$ cat config.mk
export PLATFORM = sky130hd
export DESIGN_NAME = dmem_arbiter_flat
export DESIGN_NICKNAME = d
export VERILOG_FILES = /design/src/rtl/dmem_pkg.sv /design/src/rtl/dmem_arbiter_if.sv /design/src/rtl/rr_arb2.sv /design/src/rtl/dmem_arbiter.sv /design/src/flat_wrapper.sv
export SDC_FILE = /design/constraint.sdc
export NUM_CORES = 1
export LEC_CHECK = 0
export CORE_ASPECT_RATIO = 1.25
export CORE_MARGIN = 10
export CORE_UTILIZATION = 40
export DETAILED_ROUTE_END_ITERATION = 8
export DONT_BUFFER_PORTS = 1
export HOLD_SLACK_MARGIN = 0.15
export PLACE_DENSITY_LB_ADDON = 0.08
export RECOVER_POWER = 50
export SLEW_MARGIN = 20
export SYNTH_ARGS = -nofsm -noshare
export SYNTH_HDL_FRONTEND = slang
export SYNTH_SLANG_ARGS = --single-unit
$ cat constraint.sdc
create_clock -name clk -period 7.2 [get_ports clk]
set_input_delay 1.44 -clock clk [delete_from_list [all_inputs] [get_ports clk]]
set_output_delay 1.44 -clock clk [all_outputs]
set_load 0.05 [all_outputs]
$ cat src/rtl/dmem_pkg.sv
// Shared definitions for the two-port data-memory arbiter: FSM encoding and memory geometry.
package dmem_pkg;
   typedef enum logic [1:0] {
      S_IDLE  = 2'd0,
      S_ISSUE = 2'd1,
      S_RESP  = 2'd2
   } state_t;

   localparam int MEM_BYTES_DEF = 41;
   localparam int WORD_BYTES    = 4;
endpackage

$ cat src/rtl/dmem_arbiter_if.sv
// Bus bundle between the two requesters / data memory and the arbiter.
interface dmem_arbiter_if #(
   parameter int DATA_W = 32,
   parameter int ADDR_W = 32
);
   logic              req0, req1, we0, we1;
   logic [ADDR_W-1:0] addr0, addr1;
   logic [DATA_W-1:0] wdata0, wdata1;
   logic              gnt0, gnt1, rvalid0, rvalid1, err0, err1, busy;
   logic [DATA_W-1:0] rdata0, rdata1;
   logic              mem_mr, mem_mw;
   logic [ADDR_W-1:0] mem_add;
   logic [DATA_W-1:0] mem_wd, mem_data;

   modport slave (
      input  req0, req1, we0, we1, addr0, addr1, wdata0, wdata1, mem_data,
      output gnt0, gnt1, rvalid0, rvalid1, err0, err1, busy, rdata0, rdata1,
             mem_mr, mem_mw, mem_add, mem_wd
   );

   modport master (
      output req0, req1, we0, we1, addr0, addr1, wdata0, wdata1, mem_data,
      input  gnt0, gnt1, rvalid0, rvalid1, err0, err1, busy, rdata0, rdata1,
             mem_mr, mem_mw, mem_add, mem_wd
   );
endinterface

$ cat src/rtl/rr_arb2.sv
// Two-way round-robin grant: on contention the port that did not win last is chosen.
module rr_arb2 (
   input  logic       clk,
   input  logic       rst,
   input  logic [1:0] i_req,
   input  logic       i_en,
   input  logic       i_upd,
   output logic [1:0] o_gnt
);
   logic r_last;   // 1 when port 1 won the last accepted grant
   logic w_pick1;

   assign w_pick1 = i_req[1] & (~i_req[0] | ~r_last);
   assign o_gnt   = i_en ? {w_pick1, i_req[0] & ~w_pick1} : 2'b00;

   always_ff @(posedge clk) begin
      if (rst)
         r_last <= 1'b1;
      else if (i_upd)
         r_last <= o_gnt[1];
   end
endmodule

$ cat src/rtl/dmem_arbiter.sv
// Arbitrates a CPU port and a DMA/debug port onto one single-cycle-strobe data memory.
module dmem_arbiter
   import dmem_pkg::*;
#(
   parameter int DATA_W    = 32,
   parameter int ADDR_W    = 32,
   parameter int MEM_BYTES = MEM_BYTES_DEF
) (
   input  logic           clk,
   input  logic           rst,
   dmem_arbiter_if.slave  bus
);
   state_t                  r_state;
   logic                    r_sel, r_we;
   logic                    r_mr, r_mw;
   logic [ADDR_W-1:0]       r_mem_add;
   logic [DATA_W-1:0]       r_mem_wd;
   logic [1:0]              r_err, r_rvalid;
   logic [1:0][DATA_W-1:0]  r_rdata;

   logic [1:0]              w_req, w_gnt;
   logic                    w_en, w_grant, w_sel, w_we, w_oor, w_upd;
   logic [ADDR_W-1:0]       w_addr;
   logic [DATA_W-1:0]       w_wdata;
   logic [ADDR_W:0]         w_end;

   assign w_req   = {bus.req1, bus.req0};
   assign w_en    = (r_state == S_IDLE) & ~rst;
   assign w_grant = |w_gnt;
   assign w_sel   = w_gnt[1];
   assign w_we    = w_sel ? bus.we1    : bus.we0;
   assign w_addr  = w_sel ? bus.addr1  : bus.addr0;
   assign w_wdata = w_sel ? bus.wdata1 : bus.wdata0;

   // One extra bit so addresses near the top of the space cannot wrap into range.
   assign w_end   = {1'b0, w_addr} + (ADDR_W+1)'(WORD_BYTES - 1);
   assign w_oor   = w_end > (ADDR_W+1)'(MEM_BYTES - 1);
   assign w_upd   = w_grant & ~w_oor;

   rr_arb2 u_rr (
      .clk   (clk),
      .rst   (rst),
      .i_req (w_req),
      .i_en  (w_en),
      .i_upd (w_upd),
      .o_gnt (w_gnt)
   );

   always_ff @(posedge clk) begin
      if (rst) begin
         r_state   <= S_IDLE;
         r_sel     <= 1'b0;
         r_we      <= 1'b0;
         r_mr      <= 1'b0;
         r_mw      <= 1'b0;
         r_mem_add <= '0;
         r_mem_wd  <= '0;
         r_err     <= '0;
         r_rvalid  <= '0;
         r_rdata   <= '0;
      end else begin
         r_mr     <= 1'b0;
         r_mw     <= 1'b0;
         r_err    <= '0;
         r_rvalid <= '0;
         case (r_state)
            S_IDLE: begin
               if (w_grant) begin
                  if (w_oor) begin
                     r_err[w_sel] <= 1'b1;
                  end else begin
                     r_sel     <= w_sel;
                     r_we      <= w_we;
                     r_mem_add <= w_addr;
                     r_mem_wd  <= w_wdata;
                     r_mr      <= ~w_we;
                     r_mw      <= w_we;
                     r_state   <= S_ISSUE;
                  end
               end
            end
            S_ISSUE: r_state <= r_we ? S_IDLE : S_RESP;
            S_RESP: begin
               // Memory returned the word one clock after the strobe; hand it to the owner.
               r_rdata[r_sel]  <= bus.mem_data;
               r_rvalid[r_sel] <= 1'b1;
               r_state         <= S_IDLE;
            end
            default: r_state <= S_IDLE;
         endcase
      end
   end

   assign bus.gnt0    = w_gnt[0];
   assign bus.gnt1    = w_gnt[1];
   assign bus.err0    = r_err[0];
   assign bus.err1    = r_err[1];
   assign bus.rvalid0 = r_rvalid[0];
   assign bus.rvalid1 = r_rvalid[1];
   assign bus.rdata0  = r_rdata[0];
   assign bus.rdata1  = r_rdata[1];
   assign bus.busy    = (r_state != S_IDLE);
   assign bus.mem_mr  = r_mr;
   assign bus.mem_mw  = r_mw;
   assign bus.mem_add = r_mem_add;
   assign bus.mem_wd  = r_mem_wd;
endmodule

$ cat src/flat_wrapper.sv
// flat-port wrapper written by rule: the top's interface ports become plain ports
module dmem_arbiter_flat import dmem_pkg::*;
#(
   parameter int DATA_W    = 32,
   parameter int ADDR_W    = 32,
   parameter int MEM_BYTES = MEM_BYTES_DEF
)
  (clk, rst, bus_req0, bus_req1, bus_we0, bus_we1, bus_addr0, bus_addr1, bus_wdata0, bus_wdata1, bus_mem_data, bus_gnt0, bus_gnt1, bus_rvalid0, bus_rvalid1, bus_err0, bus_err1, bus_busy, bus_rdata0, bus_rdata1, bus_mem_mr, bus_mem_mw, bus_mem_add, bus_mem_wd);
  dmem_arbiter_if #(.DATA_W(DATA_W), .ADDR_W(ADDR_W)) bus_i ();
  input  logic clk;
  input  logic rst;
  input wire logic [$bits(bus_i.req0)-1:0] bus_req0;
  input wire logic [$bits(bus_i.req1)-1:0] bus_req1;
  input wire logic [$bits(bus_i.we0)-1:0] bus_we0;
  input wire logic [$bits(bus_i.we1)-1:0] bus_we1;
  input wire logic [$bits(bus_i.addr0)-1:0] bus_addr0;
  input wire logic [$bits(bus_i.addr1)-1:0] bus_addr1;
  input wire logic [$bits(bus_i.wdata0)-1:0] bus_wdata0;
  input wire logic [$bits(bus_i.wdata1)-1:0] bus_wdata1;
  input wire logic [$bits(bus_i.mem_data)-1:0] bus_mem_data;
  output wire logic [$bits(bus_i.gnt0)-1:0] bus_gnt0;
  output wire logic [$bits(bus_i.gnt1)-1:0] bus_gnt1;
  output wire logic [$bits(bus_i.rvalid0)-1:0] bus_rvalid0;
  output wire logic [$bits(bus_i.rvalid1)-1:0] bus_rvalid1;
  output wire logic [$bits(bus_i.err0)-1:0] bus_err0;
  output wire logic [$bits(bus_i.err1)-1:0] bus_err1;
  output wire logic [$bits(bus_i.busy)-1:0] bus_busy;
  output wire logic [$bits(bus_i.rdata0)-1:0] bus_rdata0;
  output wire logic [$bits(bus_i.rdata1)-1:0] bus_rdata1;
  output wire logic [$bits(bus_i.mem_mr)-1:0] bus_mem_mr;
  output wire logic [$bits(bus_i.mem_mw)-1:0] bus_mem_mw;
  output wire logic [$bits(bus_i.mem_add)-1:0] bus_mem_add;
  output wire logic [$bits(bus_i.mem_wd)-1:0] bus_mem_wd;
  assign bus_i.req0 = bus_req0;
  assign bus_i.req1 = bus_req1;
  assign bus_i.we0 = bus_we0;
  assign bus_i.we1 = bus_we1;
  assign bus_i.addr0 = bus_addr0;
  assign bus_i.addr1 = bus_addr1;
  assign bus_i.wdata0 = bus_wdata0;
  assign bus_i.wdata1 = bus_wdata1;
  assign bus_i.mem_data = bus_mem_data;
  assign bus_gnt0 = bus_i.gnt0;
  assign bus_gnt1 = bus_i.gnt1;
  assign bus_rvalid0 = bus_i.rvalid0;
  assign bus_rvalid1 = bus_i.rvalid1;
  assign bus_err0 = bus_i.err0;
  assign bus_err1 = bus_i.err1;
  assign bus_busy = bus_i.busy;
  assign bus_rdata0 = bus_i.rdata0;
  assign bus_rdata1 = bus_i.rdata1;
  assign bus_mem_mr = bus_i.mem_mr;
  assign bus_mem_mw = bus_i.mem_mw;
  assign bus_mem_add = bus_i.mem_add;
  assign bus_mem_wd = bus_i.mem_wd;
  dmem_arbiter #(.DATA_W(DATA_W), .ADDR_W(ADDR_W), .MEM_BYTES(MEM_BYTES)) u_core (.clk(clk), .rst(rst), .bus(bus_i));
endmodule
==> results by group <==
Floorplanning
  – Die area: 21,000 µm²
  – Effective utilization at floorplan: 41.1%
  – Io pins: 303
  – Core area: roughly 15,000 µm²
  – FP Rows: 50
  – Die Height: 160 µm
  – Die width: around 130 µm

Synth
  – Yosys top cell by area: dfxtp_1
  – Synth top area cells: dfxtp_1 (45%), nand2_1 (8.5%), a21oi_1 (6.2%), a221oi_1 (5.8%), o22ai_1 (4.1%)
  – Net Count, Synth: 932
  – Top cells by count, synth: nand2_1 (141), dfxtp_1 (139), a21oi_1 (77)
  – Sequential fraction of the synthesis area: 44.7%
  – Ys Warns: 0
  – Cell with the most instances after synthesis: nand2_1
  – Top_reg_cell synth: dfxtp_1
  – FF+latch count, synth: around 140
  – Number of synthesized flops with an enable pin: 0
  – Post-Syn Area: 6230 µm²
  – Post-synth top area share: 44.7%
  – Post-Synthesis Cells: ~770
  – Syn Area/Cell: approximately 8 µm²
  – Asr flop ratio synth: 0%
  – Yosys cell types: 59

Outcome
  – Violated checks: max-capacitance violations, max-slew violations
  – Status: finished, violations left

Clocking
  – Root Driver: clkbuf_16
  – CTS tree: yes
  – Total CTS buffers: 17
  – Number of buffers on the longest clock path: 2
  – CTS Hold Buffers Added: 0
  – Post-CTS resize count: 0
  – Clock Sinks: 139
  – CTS H-tree depth: 4
  – Worst-path clk slew: 0.06 ns
  – Clk_lat worst skew: 0.41 ns
  – Postcts setup bufs: 0

Routing
  – Iter 0 DRT Violations: 324
  – DRC violations left: 0
  – Drt via density: about 6.0
  – Final WL: approximately 23,000 µm
  – First-pass DRT Iterations: 5
  – DR vias: 5,739
  – Drt wl/cell: 23.8 µm
  – DRT antenna net count: 0

Global routing
  – Pin count of the biggest net entering global routing: 111
  – Total track usage: 20.5%
  – First-pass GRT wire length: 34,500 µm
  – Initial antenna violation count: 0
  – Grt ovf: 0
  – Vias in the first global route: 5,634

Layout
  – Nets@finish: roughly 900
  – Final instance area: 6930 µm²
  – Layout Cells excl Fill: 962
  – Share of layout cells above drive strength 1: under 10%
  – Number of fill cells: 1,566
  – Diode count: 0
  – Area Growth Syn to Fin: 11.3%

Timing
  – Clock skew: 0.0132 ns
  – Setup ws final: ~2.6 ns
  – Slew @ Worst Pin: around 1.6 ns
  – Period minus WS final: 4.62 ns
  – Total negative slack: 0 ns
  – Final setup fails: 0
  – Fmax: 216 MHz
  – Unrepaired setup endpoints after global routing: no
  – Final Hold Viols: 0
  – Relative slew slack: -5.74%
  – Fin crit share: between 60 and 70%
  – Max Transition Viols Final: 34

Power and ir drop
  – Clock power frac: 49.2%
  – Leak: 0.00225 µW
  – Cell Pwr Density: 240 nW/µm²
  – Sw Share: between 20% and 30%
  – P_sw: around 380 µW
  – Design Power: 1660 µW
  – Comb pwr share: 4.3%
  – Int Pwr: between 1000 and 1500 µW
  – Reg power frac: a little under half
  – Max VDD drop: 0.000186 V

Critical path
  – CP Max Fanout: 110
  – Top delay family on crit path: buffers and inverters
  – Worst path required time: roughly 7.5 ns
  – Crit Path Class: primary input to flop
  – Buf+Inv Stages, Crit Path: 4
  – Startpoint Class: primary input
  – Worst endpoint data arrival time: 4.92 ns
  – Worst path most repeated cell: buf_4
  – Crit end category: flop
  – Slowest cell on the critical path: nand3_1
  – Critical path cell sequence: nor3_1, buf_4, nand2_2, inv_1, buf_4, a31oi_1, nor3_1, mux2_2, a211oi_1, nand3_1, buf_4, a221oi_1
  – Max stage delay on crit path: 0.44 ns

Place
  – Dpl ws: between 2 and 2.5 ns
  – Area after DPL: 6380 µm²
  – Final RePlAce weighted congestion: 0.931
  – Detailed-placement wirelength estimate: approximately 18,000 µm
  – Port bufs: 0
  – Post-Place Cells: 931

Worst hold path
  – HP Class: flop to flop

Job
  – Max Cap Viol: 1
[worst paths after layout]
path	startpoint	to	slack, ns	cells after the start
hold / removal	u_core.r_we	u_core.r_state[1]	0.42	1
setup reg to reg	u_core.r_state[0]	u_core.bus.mem_wd[21]	3.20	12
hold reg to reg	u_core.r_we	u_core.r_state[1]	0.42	1
setup / recovery	rst	u_core.bus.mem_wd[21]	2.58	12
[layer usage]
layer / GRT usage (%) / share of wire [%] / wire, µm
met5: 0 / 0 / 0
met4: 7.04 / 2.2 / 512
met3: 10.8 / 13 / 3030
met2: 35.1 / 49 / 11300
met1: 20.9 / 35 / 8140
[final cells by class]
class | instances | area [µm²] | share of cell area, %
Clock buffer | 19 | 443 | 6.39
Clock inverter | 12 | 115 | 1.66
Inverter | 45 | 169 | 2.44
Multi-Input combinational cell | 528 | 3080 | 44.5
Sequential cell | 139 | 2780 | 40.1
Tap cell | 208 | 260 | 3.75
Timing Repair Buffer | 11 | 78.8 | 1.14
[cell families (layout without fill, tap and decap cells)]
family	count (synthesis)	after routing	synth area share, %
and+or+nand+nor	290	290	22.6
AOI/OAI and AO/OA	214	214	22.9
DFF	139	139	44.7
buffers and inverters	99	87	6.11
xor gates and xnor gates	13	13	1.83
muxes	11	11	1.81
[registers in the layout, summed over array words and instances (netlist names)]
| signal | cells |
|---|---|
| u_core.r_we | 1 |
| u_core.bus.mem_add | 32 |
| u_core.bus.rdata1 | 32 |
| u_core.bus.mem_wd | 32 |
| u_core.r_err | 2 |
| u_core.bus.mem_mw | 1 |
| u_core.bus.rdata0 | 32 |
| u_core.r_state | 2 |
| u_core.r_sel | 1 |
| u_core.r_rvalid | 2 |
| u_core.u_rr.r_last | 1 |
| u_core.bus.mem_mr | 1 |
[power groups by stage]
stage	Clock (µW)	Sequential, µW	Combinational [µW]
final	817	772	72.0
after global routing	866	772	78.4
after CTS	836	772	71.7
after detailed placement	0	789	71.3
after global placement	0	789	71.0
after floorplan	0	789	62.6
[stage by stage]
| stage | hold slack, ns | util [%] |
|---|---|---|
| after global routing | 0.421 | 45.8 |
| after global placement | 0.421 | 42.1 |
| after CTS | 0.417 | 45.8 |
| after floorplan | 0.402 | - |
| after detailed placement | 0.409 | 42.1 |
| final | 0.420 | 45.8 |
[layout by cell type (no fill, tap or decap), types with 5 or more instances in the layout]
cell | Yosys | final
o22ai_1 | 41 | 41
nor2_1 | 17 | 17
nor4_1 | 9 | 9
a211o_1 | 6 | 6
buf_4 | 0 | 10
nand3_1 | 23 | 23
a211oi_1 | 5 | 5
or3_1 | 7 | 7
nand4_1 | 14 | 14
a21oi_1 | 77 | 77
nor3_1 | 19 | 18
a221oi_1 | 41 | 41
inv_1 | 45 | 45
nand2_1 | 141 | 140
o21ai_0 | 9 | 9
and3_1 | 9 | 9
dfxtp_1 | 139 | 139
xnor2_1 | 9 | 9
and2_1 | 28 | 28
clkbuf_16 | 0 | 17
mux2i_1 | 9 | 9
Power figures use the tool's default switching activity.
==> RTL change 1: new RTL, same settings <==
`ADDR_W` is set to 32 in 3 places; all go to 64.
--- a/src/rtl/dmem_arbiter_if.sv
+++ b/src/rtl/dmem_arbiter_if.sv
@@ -1,7 +1,7 @@
 // Bus bundle between the two requesters / data memory and the arbiter.
 interface dmem_arbiter_if #(
    parameter int DATA_W = 32,
-   parameter int ADDR_W = 32
+   parameter int ADDR_W = 64
 );
    logic              req0, req1, we0, we1;
    logic [ADDR_W-1:0] addr0, addr1;
--- a/src/rtl/dmem_arbiter.sv
+++ b/src/rtl/dmem_arbiter.sv
@@ -3,7 +3,7 @@
    import dmem_pkg::*;
 #(
    parameter int DATA_W    = 32,
-   parameter int ADDR_W    = 32,
+   parameter int ADDR_W    = 64,
    parameter int MEM_BYTES = MEM_BYTES_DEF
 ) (
    input  logic           clk,
--- a/src/flat_wrapper.sv
+++ b/src/flat_wrapper.sv
@@ -2,7 +2,7 @@
 module dmem_arbiter_flat import dmem_pkg::*;
 #(
    parameter int DATA_W    = 32,
-   parameter int ADDR_W    = 32,
+   parameter int ADDR_W    = 64,
    parameter int MEM_BYTES = MEM_BYTES_DEF
 )
   (clk, rst, bus_req0, bus_req1, bus_we0, bus_we1, bus_addr0, bus_addr1, bus_wdata0, bus_wdata1, bus_mem_data, bus_gnt0, bus_gnt1, bus_rvalid0, bus_rvalid1, bus_err0, bus_err1, bus_busy, bus_rdata0, bus_rdata1, bus_mem_mr, bus_mem_mw, bus_mem_add, bus_mem_wd);
Interface: changed (resized bus_addr0, bus_addr1 and bus_mem_add); port bits go from 303 to 399. The function was not compared with the original's and may differ.
==> RTL change 1 against the original RTL <==
Total power increased by 24%. Sequential power grew 23%. Design area increased by 49%. Synthesized area grew 51%. Wire length increased by 67%. Combinational power grew 100%. Final cell count rose by 49%. Setup slack worse by 1.3 ns. Synthesized cell count increased by 52%. Sequential cell count up 32. Largest cell class unchanged. Highest routed layer unchanged.
==> RTL change 1: results (changes against the original RTL) <==
CTS
  – Worst-skew pair later-pin latency: 0.43 ns (+0.02 ns)
  – Post-CTS setup buffer count: 0 (unchanged)
  – Cts bufs inserted: 17 (unchanged)
  – Post-CTS Hold Buffers: 0 (unchanged)
  – CTS-repair resized insts: 0 (unchanged)
  – CTS root buf: clkbuf_16

Critical path
  – Largest fanout on the critical path: 129 (+17%)
  – Setup slack, reg-to-reg: 1.98 ns (-1.22 ns)
  – Slowest CP cell: or4_1
  – Max incr delay on CP: 0.72 ns (+0.28 ns)
  – CP delay by family, top: simple AND/OR/NAND/NOR gates
  – Crit Reg-Reg Endpoint: u_core.bus.mem_wd[14]$_SDFFE_PP0P_
  – Crit path DAT: 6.23 ns (+1.31 ns)

Yosys
  – XOR/XNOR Fraction of Synth Area: 0.0288 (+0.0105)
  – Commonest cells post-synth: 230 x nand2_1, 171 x dfxtp_1, 117 x mux2i_1
  – Mux cell area share after synthesis: 0.125 (+0.107)
  – Compound-Gate Fraction of Synth Area: 0.140 (-0.0890)
  – Netlist cell types: 72 (+22%)
  – Synth top area cells: dfxtp_1 36%, mux2i_1 12%, nand2_1 9.2%
  – Commonest register cell after synthesis: dfxtp_1
  – Post-synthesis sequential area ratio: 0.363 (-0.0837)

Finish
  – Total Nets Final: 1363 (+50%)
  – Layout cells sized above 1: 0.0646 (-0.00174)
  – # fillers: 2368 (+51%)

STA
  – Slew at the pin closest to its max-slew limit: 1.34 ns (-0.245 ns)
  – Clock Skews: 0.0213 ns (+0.00811 ns)

Worst hold path
  – Hold Crit Start: u_core.r_we$_SDFFE_PP0P_
  – Hold endpoint: u_core.r_state[1]$_SDFFE_PP0P_

Global route
  – Met2 Resource Use GR: 0.413 (+0.0624)
  – Initial antenna violation count: 1 (+1)
  – Met3 Use GR: 0.0989 (-0.00858)
  – GRT met1 Usage: 0.250 (+0.0406)
  – Vias in the first global route: 8555 (+52%)
  – Tot GR Track Use: 0.238 (+0.0329)
  – Largest net degree at the start of global routing: 130 (+17%)
  – First-pass GRT wire length: 55.5 mm (+61%)

Outcome
  – Status: complete, no violations

Pwr
  – P_leak: 3.47 nW (+54%)
  – Max VDD drop: 0.167 mV (-10%)

Placement
  – GPL Wtd Cong: 0.935 (+0.43%)
  – Area after DPL: 9690 um2 (+52%)
  – Final HPWL DP: 29.8 mm (+69%)
  – Port bufs: 0 (unchanged)

Routing
  – Detailed Route WL: 38.4 mm (+67%)
  – DRT Pass-1 Iters: 5 (unchanged)
  – Met1 WL: 13.5 mm (+66%)
  – Metal3 WL: 4.51 mm (+49%)
  – Routed vias: 8948 (+56%)
  – Top layer in use: met4
  – Iter 0 DRT Violations: 622 (+92%)
  – Metal2 WL: 19.1 mm (+70%)
==> RTL change 1: per-stage QoR <==
step	hold WS (ns)	total power, mW	setup slack, ns	util	instances
after floorplan	0.402	1.09	1.87	-	1165
after global placement	0.417	1.12	1.04	0.419	1402
after detailed placement	0.425	1.11	1.01	0.419	1402
after CTS	0.437	2.08	1.42	0.447	1434
after global routing	0.465	2.14	1.15	0.446	1434
final	0.438	2.06	1.32	0.446	1435
==> RTL change 1: where the power goes <==
part,total [mW],switching (mW),internal [mW]
sequential,0.948,0.00248,0.945
combinational,0.146,0.0916,0.0547
clock,0.968,0.459,0.509
==> RTL change 1: worst max path at each step <==
stage                                         end  cells after the start
4_1_cts        u_core.bus.mem_add[2]$_SDFFE_PP0P_                     12
2_1_floorplan     u_core.u_rr.r_last$_SDFFE_PP1P_                     14
6_report       u_core.bus.mem_wd[14]$_SDFFE_PP0P_                     12
3_5_place_dp   u_core.bus.mem_wd[14]$_SDFFE_PP0P_                     12
5_1_grt        u_core.bus.mem_wd[14]$_SDFFE_PP0P_                     12
3_3_place_gp    u_core.bus.mem_wd[4]$_SDFFE_PP0P_                     12
==> RTL change 1: cell families after synthesis <==
family / count (synthesis)
buffers and inverters: 89
multiplexers: 118
AND/OR/NAND/NOR: 557
XOR/XNOR: 31
AO/OA/AOI/OAI: 199
flip-flops: 171
==> RTL change 1: cell type report <==
cell class	count	share of cell area
inverter	16	0.00594
timing repair buffer	22	0.0153
antenna	1	0.000243
clock buffer	17	0.0412
tap	288	0.0349
sequential	171	0.332
clock inverter	15	0.0204
multi-input combinational	905	0.550
==> RTL change 2: new RTL, config.mk and constraints unchanged <==
Made on the original files. Make the reset (`rst`) asynchronous in 2 clocked blocks.
--- a/src/rtl/rr_arb2.sv
+++ b/src/rtl/rr_arb2.sv
@@ -13,7 +13,7 @@
    assign w_pick1 = i_req[1] & (~i_req[0] | ~r_last);
    assign o_gnt   = i_en ? {w_pick1, i_req[0] & ~w_pick1} : 2'b00;
 
-   always_ff @(posedge clk) begin
+   always_ff @(posedge clk or posedge rst) begin
       if (rst)
          r_last <= 1'b1;
       else if (i_upd)
--- a/src/rtl/dmem_arbiter.sv
+++ b/src/rtl/dmem_arbiter.sv
@@ -46,7 +46,7 @@
       .o_gnt (w_gnt)
    );
 
-   always_ff @(posedge clk) begin
+   always_ff @(posedge clk or posedge rst) begin
       if (rst) begin
          r_state   <= S_IDLE;
          r_sel     <= 1'b0;
Formal check against the unedited RTL: differs if rst is asserted again (counterexample within 4 cycles, from zero or initial values and one cycle with rst high); with rst held inactive, the same outputs for 4 cycles.
==> RTL change 2 against the original RTL <==
The flow still finishes with violations (max-capacitance violations, max-slew violations). Setup slack got worse by 0.64 ns. Sequential power increased by 2%. Wire length decreased by 9.2%. Total power increased by 3.9%. Sequential cell count unchanged. Synthesized area increased by 10%. Design area increased by 8.9%. Highest routed layer unchanged.
==> RTL change 2: results (changes against the original RTL) <==
Outcome
  – Status: complete, but fails checks
  – Failing checks: max-capacitance violations, max-slew violations

Global route
  – Met2 Resource Use GR: 0.310 (-0.0413)
  – Tot GR Track Use: 0.179 (-0.0261)
  – Largest net degree at the start of global routing: 76 (-32%)
  – First-pass GRT wire length: 31.5 mm (-8.6%)

STA
  – Slew Viols, Final: 210 (+520%)
  – Hold Slack: 0.441 ns (+0.0209 ns)
  – Clock Skews: 0.0133 ns (+0.0000424 ns)
  – Min cycle time layout: 5.27 ns (+0.644 ns)

Routing
  – DRT Pass-1 Iters: 4 (-1)
  – Wire per inst: 22.6 um (-5.1%)
  – Routed vias: 5043 (-12%)
  – Iter 0 DRT Violations: 327 (+0.93%)

Yosys
  – Commonest cells post-synth: 230 x nand2_1, 138 x dfrtp_1, 38 x mux2_2
  – Commonest register cell after synthesis: dfrtp_1
  – Share of synthesized registers carrying an async set or reset: 1.00 (+1.00)
  – Post-synthesis sequential area ratio: 0.508 (+0.0613)
  – Netlist cell types: 60 (+1.7%)
  – Synth top area cells: dfrtp_1 50%, nand2_1 13%, mux2_2 6.2%
  – Syn nets: 862 (-7.5%)

Pwr
  – Max VDD drop: 0.146 mV (-22%)
  – P_leak: 3.64 nW (+61%)

Critical path
  – Max incr delay on CP: 0.64 ns (+0.20 ns)
  – R2R Path Start: u_core.r_state[0]$_DFFE_PP0P_
  – Largest fanout on the critical path: 65 (-41%)
  – Setup slack, reg-to-reg: 2.44 ns (-0.76 ns)
  – Slowest CP cell: buf_4
  – Crit Reg-Reg Endpoint: u_core.bus.mem_wd[31]$_DFFE_PP0P_

Worst hold path
  – Hold Crit Start: u_core.r_we$_DFFE_PP0P_

Finish
  – #MultiIn Comb: 513 (-2.8%)
  – # fillers: 1595 (+1.9%)
  – Seq_cells: 139 (unchanged)
  – Fraction of area in multi-input gates: 0.416 (-0.0293)
  – Final core occ: 0.448 (-0.00964)
  – Non-clock inverter count: 11 (-76%)
  – Total Nets Final: 854 (-5.9%)
  – FF+latch area: 3480 um2 (+25%)
  – Number of non-clock buffers: 6 (-5)
  – Buffer share of cell area: 0.00464 (-0.00673)

Placement
  – Final HPWL DP: 16.0 mm (-8.8%)
  – GPL Wtd Cong: 0.863 (-7.4%)
  – Area after DPL: 6990 um2 (+9.6%)
  – Pre-CTS setup slack: 1.50 ns (-0.768 ns)

Run
  – Total of max-cap violations: 4 (+3)
## RTL change 2: cell types whose count changed in the layout (fill, tap and decap cells not counted), moves of 7 or more
cell,unedited run,this run
dfrtp_1,0,138
mux2_1,0,33
dfxtp_1,139,0
buf_4,10,3
a221oi_1,41,0
nand2_1,140,230
a21oi_1,77,7
nand3_1,23,12
inv_1,45,8
nor2b_1,1,28
mux2_2,2,38
o22ai_1,41,1
and2_1,28,1
## RTL change 2: per-layer routing
metal	part of all wire	wire, um	vias up
met1	0.33	6960	2402
met5	0	0	-
met4	0.021	437	0
li1	-	-	2372
met3	0.11	2370	30
met2	0.53	11100	239
## RTL change 2: where the power goes
part | internal (mW) | switching [mW] | total, mW
combinational | 0.0293 | 0.0594 | 0.0887
sequential | 0.782 | 0.00227 | 0.784
clock | 0.501 | 0.351 | 0.852
## RTL change 2: kinds of logic after synthesis
kind of cell | synth area share
xor+xnor | 0.0153
flops | 0.508
simple gates | 0.239
compound gates | 0.0614
buf+inv | 0.0351
mux | 0.141
